`config.mk`:
```
export PLATFORM = sky130hd
export DESIGN_NAME = bfly_sched
export DESIGN_NICKNAME = d
export VERILOG_FILES = /design/src/rtl/bfly_sched.sv
export SDC_FILE = /design/constraint.sdc
export NUM_CORES = 1
export LEC_CHECK = 0
export CAP_MARGIN = 20
export CORE_MARGIN = 8
export CORE_UTILIZATION = 44
export DETAILED_ROUTE_END_ITERATION = 16
export PLACE_DENSITY = 0.74
export SLEW_MARGIN = 20
export SYNTH_ARGS = -nofsm -noshare
export SYNTH_HDL_FRONTEND = slang
export SYNTH_SLANG_ARGS = --single-unit
```
`constraint.sdc`:
```
create_clock -name clk -period 1.4 [get_ports clk]
set_input_delay 0.28 -clock clk [delete_from_list [all_inputs] [get_ports clk]]
set_output_delay 0.28 -clock clk [all_outputs]
set_load 0.005 [all_outputs]
```
`src/rtl/bfly_sched.sv`:
```
// Radix-2 DIT in-place FFT butterfly scheduler: walks every stage's butterflies, issues
// operand/twiddle addresses to a fixed-latency datapath and tracks writebacks in a shift pipe.
module bfly_sched #(
  parameter int unsigned LOG2N = 3,
  parameter int unsigned LAT   = 2
) (
  input  logic                       clk,
  input  logic                       rst_n,
  input  logic                       start,
  output logic                       busy,
  output logic                       done,
  output logic                       bf_valid,
  input  logic                       bf_ready,
  output logic [LOG2N-1:0]           rd_addr_a,
  output logic [LOG2N-1:0]           rd_addr_b,
  output logic [LOG2N-2:0]           tw_idx,
  output logic [$clog2(LOG2N)-1:0]   stage,
  output logic                       wr_en,
  output logic [LOG2N-1:0]           wr_addr_a,
  output logic [LOG2N-1:0]           wr_addr_b
);

  localparam int unsigned SW = $clog2(LOG2N);
  localparam int unsigned JW = LOG2N - 1;
  localparam logic [JW-1:0] JLast     = '1;
  localparam logic [SW-1:0] StageLast = SW'(LOG2N - 1);

  typedef enum logic [1:0] {StIdle, StRun, StDrain, StFin} state_e;

  state_e           state_q;
  logic [JW-1:0]    j_q;
  logic [SW-1:0]    stage_q;
  logic             valid_q, busy_q, done_q;

  logic [LAT-1:0]   pv_q;
  logic [LOG2N-1:0] pa_q [LAT];
  logic [LOG2N-1:0] pb_q [LAT];

  logic             issue, drain_last;
  logic [LAT-1:0]   early;
  logic [LOG2N-1:0] j_ext, hbit, hmask, addr_a;
  logic [JW-1:0]    j_lo;

  assign issue = valid_q & bf_ready;

  // The stage's last writeback is leaving the pipe when nothing younger is still in flight.
  always_comb begin
    early          = pv_q;
    early[LAT-1]   = 1'b0;
  end
  assign drain_last = pv_q[LAT-1] & ~(|early);

  // Butterfly j of stage s: insert a zero at bit s of j to get operand a; b sets that bit.
  always_comb begin
    j_ext  = {1'b0, j_q};
    hbit   = LOG2N'(1) << stage_q;
    hmask  = hbit - LOG2N'(1);
    addr_a = ((j_ext & ~hmask) << 1) | (j_ext & hmask);
    j_lo   = j_q & hmask[JW-1:0];
    rd_addr_a = valid_q ? addr_a : '0;
    rd_addr_b = valid_q ? (addr_a | hbit) : '0;
    tw_idx    = valid_q ? (j_lo << (JW - 32'(stage_q))) : '0;
  end

  assign bf_valid  = valid_q;
  assign busy      = busy_q;
  assign done      = done_q;
  assign stage     = stage_q;
  assign wr_en     = pv_q[LAT-1];
  assign wr_addr_a = pa_q[LAT-1];
  assign wr_addr_b = pb_q[LAT-1];

  always_ff @(posedge clk or negedge rst_n) begin
    if (!rst_n) begin
      pv_q <= '0;
      for (int i = 0; i < LAT; i++) begin
        pa_q[i] <= '0;
        pb_q[i] <= '0;
      end
    end else begin
      pv_q[0] <= issue;
      pa_q[0] <= rd_addr_a;
      pb_q[0] <= rd_addr_b;
      for (int i = 1; i < LAT; i++) begin
        pv_q[i] <= pv_q[i-1];
        pa_q[i] <= pa_q[i-1];
        pb_q[i] <= pb_q[i-1];
      end
    end
  end

  always_ff @(posedge clk or negedge rst_n) begin
    if (!rst_n) begin
      state_q <= StIdle;
      j_q     <= '0;
      stage_q <= '0;
      valid_q <= 1'b0;
      busy_q  <= 1'b0;
      done_q  <= 1'b0;
    end else begin
      unique case (state_q)
        StIdle: begin
          if (start) begin
            state_q <= StRun;
            j_q     <= '0;
            stage_q <= '0;
            valid_q <= 1'b1;
            busy_q  <= 1'b1;
          end
        end
        StRun: begin
          if (bf_ready) begin
            if (j_q == JLast) begin
              state_q <= StDrain;
              j_q     <= '0;
              valid_q <= 1'b0;
            end else begin
              j_q <= j_q + 1'b1;
            end
          end
        end
        StDrain: begin
          if (drain_last) begin
            if (stage_q == StageLast) begin
              state_q <= StFin;
              busy_q  <= 1'b0;
              done_q  <= 1'b1;
            end else begin
              state_q <= StRun;
              stage_q <= stage_q + 1'b1;
              j_q     <= '0;
              valid_q <= 1'b1;
            end
          end
        end
        StFin: begin
          state_q <= StIdle;
          done_q  <= 1'b0;
          stage_q <= '0;
        end
        default: state_q <= StIdle;
      endcase
    end
  end

endmodule
```
==> summary.md <==
| Metric | Value |
|---|---|
| Top-area cell type share of the netlist area | `0.539` |
| Post-DP HPWL | `1900 um` |
| RSZ-0062 raised after global routing | `true` |
| Root buffer cell | `clkbuf_4` |
| CP arrival | `1540 ps` |
| Worst path buffer plus inverter count | `2` |
| Synth Area in Compound Gates | `0.131` |
| Worst hold path class | `in2async` |
| #FFs+latches synth | `23` |
| Synth area leader | `dfrtp_1` |
| Post-placement setup slack | `-467 ps` |
| Number of global-route vias before repair | `1002` |
| Most common flop cell mapped by yosys | `dfrtp_1` |
| Via count | `921` |
| Vias per Instance | `5.32` |
| Clock buffer depth | `2` |
| Hold Vio Cnt, Final | `0` |
| Die area | `0.00426 sq mm` |
| Main combinational cell family by area after synthesis | `simple AND/OR/NAND/NOR gates` |
| Data required, critical path | `1120 ps` |
| Layout Skew | `2.34 ps` |
| CTS Hold Bufs | `0` |
| Failing checks | `negative setup slack` |
| Post-Synth Adder-Cell Area | `0.0585` |
| GRT Residual Overflow | `0` |
| First-pass GRT wire length | `4720 um` |
| Drt first-iter violations | `13` |
| CP startpoint kind | `flip-flop` |
| Synth area leaders | `dfrtp_1 (54%), ha_1 (5.9%), buf_4 (4.9%)` |
| Setup_tns | `-4280 ps` |
| Switch Pwr | `0.963 mW` |
| Sinks on the clock net | `23` |
| Unique masters post-synth | `32` |
| IO Port Bufs | `23` |
| Largest net degree at the start of global routing | `24` |
| H-tree levels | `1` |
| Average routed wire per standard cell | `17.5 um` |
| All-Layer GR Usage | `0.139` |
| R2R Setup Slk | `-310 ps` |
| Power share of the sequential group | `0.388` |
| Post-synthesis mux area share | `0.0246` |
| Clock tree from TritonCTS | `done` |
| Worst-Skew Late Latency | `320 ps` |
| Worst-path cell chain | `inv_2 -> ha_4 -> nand2b_4 -> mux2_4 -> nor2_2 -> buf_2` |
| Setup CP Type | `reg2out` |
| Xor/xnor share of the synthesized area | `0.00820` |
| Switching share of total power | `0.359` |
| Initial Util | `0.448` |
| Max-slew violation count | `0` |
| I/O pin count | `24` |
| Power Internal | `1.72 mW` |
| Final wirelength | `3030 um` |
| Clock-pin slew on the worst setup and hold paths | `120 ps` |
| GPL Wtd Cong | `0.833` |
| Detail Route Antenna Nets | `0` |
| Final Cycle Share | `1.30` |
| Minimum clock period | `1820 ps` |
| Critical path fanouts, max | `4` |
| Critical Path End Type | `primary output` |
| Pwr Total | `2.68 mW` |
| WHS | `293 ps` |
| Crit-path max cell delay | `410 ps` |
| DR DRC count | `0` |
| Leak Pwr | `0.855 nW` |
| Cts bufs inserted | `3` |
| Simple-gate share of the synthesized area | `0.171` |
| Proportion of layout cells with a drive suffix above 1 | `0.531` |
| Worst Tran Pin Value | `335 ps` |
| Async SR Flop Fraction | `1.00` |
| Syn Area/Cell | `11.7 sq um` |
| Seq/Total Area, Yosys | `0.539` |
| Max-Cap Viols | `0` |
| Final setup fails | `16` |
| Initial antenna violation count | `0` |
| Net count after synthesis | `100` |
| Die width | `65.3 um` |
| R2R Path Start | `stage[1]` |
| IR drop worst, VDD | `1.10 mV` |
| Yosys warnings | `0` |
| Placeable Area | `0.00239 sq mm` |
| Comb power frac | `0.495` |
| Status | `complete, but fails checks` |
| Post-Synthesis Cells | `91` |
| N_diodes | `0` |
| Cell area power density | `1580 mW/mm^2` |
| Area Overhead vs Synth | `58.8%` |
| Fmax achieved | `548 MHz` |
| Clock Power Share | `0.116` |
| Slew HR | `0.776` |
| EDFF count, synth | `0` |
| Die H | `65.3 um` |
| Final #Nets | `153` |
| R2r worst-path depth | `7` |
| Worst r2r dst | `bf_valid` |
| # rows | `18` |
| Final worst slack | `-424 ps` |
| Post-Syn Area | `0.00107 sq mm` |
| Cell family with most CP delay | `flip-flops` |
| CP max-delay cell | `dfrtp_2` |
| Drt pass-1 iters | `4` |
[metrics by stage]
stage	instance area, sq um	std cells	utilization
2_1_floorplan	1090	91	-
3_3_place_gp	1470	159	0.617
3_5_place_dp	1470	159	0.617
4_1_cts	1640	172	0.688
5_1_grt	1700	173	0.711
6_report	1700	173	0.711
[kinds of logic after synthesis]
group / Yosys count
mux: 2
compound gates: 18
buf+inv: 12
fa+ha+maj: 5
xor+xnor: 1
flops: 23
simple gates: 30
[worst max path at each step]
stage | endpoint | depth (start not counted) | slack (ps) | startpoint
after floorplan | stage[1] | 5 | -40 | stage[0]
after global placement | tw_idx[1] | 6 | -440 | stage[0]
after detailed placement | tw_idx[1] | 6 | -470 | stage[0]
after CTS | tw_idx[1] | 6 | -410 | stage[0]
after global routing | tw_idx[1] | 6 | -500 | stage[0]
final | tw_idx[1] | 6 | -420 | stage[0]
[layout by cell type, fill, tap and decap left out, types with 2 or more instances in the layout]
cell type,instances
dfrtp_1,20
buf_4,22
ha_1,2
and4b_1,2
clkdlybuf4s50_1,3
clkbuf_4,3
nor2_1,2
nand2b_1,3
buf_2,5
a21oi_2,2
mux2_4,2
a21oi_1,3
dfrtp_2,3
inv_1,2
ha_4,3
a21o_1,2
nor2_4,2
nor2_2,2
inv_2,2
dlygate4sd2_1,9
nor2b_1,3
nand3b_1,3
buf_6,15
nand2_1,3
[Yosys cell counts, types with 2 or more instances]
cell type	instances
dfrtp_1	23
ha_1	5
nand2b_1	4
nand3b_1	3
and4b_1	2
o21ai_0	2
a21oi_1	5
nand2_1	4
a21o_1	2
nor3_1	2
nor2_1	6
nor2b_1	3
buf_4	7
inv_1	4
o32ai_1	2
[registers in the layout, indices dropped and copies added (netlist names)]
register	flops
done	1
pb_q	3
state_q	2
pa_q	3
busy	1
wr_addr_b	3
j_q	2
bf_valid	1
stage	2
wr_addr_a	3
pv_q	2
[power by group through the flow]
| stage | Sequential, mW | Combinational (mW) | Clock, mW |
|---|---|---|---|
| final | 1.04 | 1.33 | 0.312 |
| after global routing | 1.06 | 1.42 | 0.346 |
| after CTS | 1.03 | 1.21 | 0.314 |
| after detailed placement | 1.04 | 1.20 | 0 |
| after global placement | 1.03 | 1.16 | 0 |
| after floorplan | 1.03 | 0.593 | 0 |
[layout make-up]
type / instances / area, sq um
multi-input cells: 56 / 552
clock buffers: 3 / 22.5
inverters: 4 / 15.0
flip-flops and latches: 23 / 579
repair buffers: 56 / 485
fillers: 180 / 691
clock inverters: 1 / 5.00
well taps: 30 / 37.5
[timing repair]
item | CTS | global route
setup buffers | 12 | 3
pin swaps | 12 | 4
gates resized for setup | 70 | 17
endpoints found under the setup margin | 27 | 19
[layer usage]
layer	track usage	wire, um	vias to the layer above
met5	0	0	-
met2	0.264	1610	40
met4	0.0409	73	0
met1	0.142	1140	457
met3	0.0425	200	10
li1	-	-	414
Note: power is estimated with default switching activity, not from simulation.
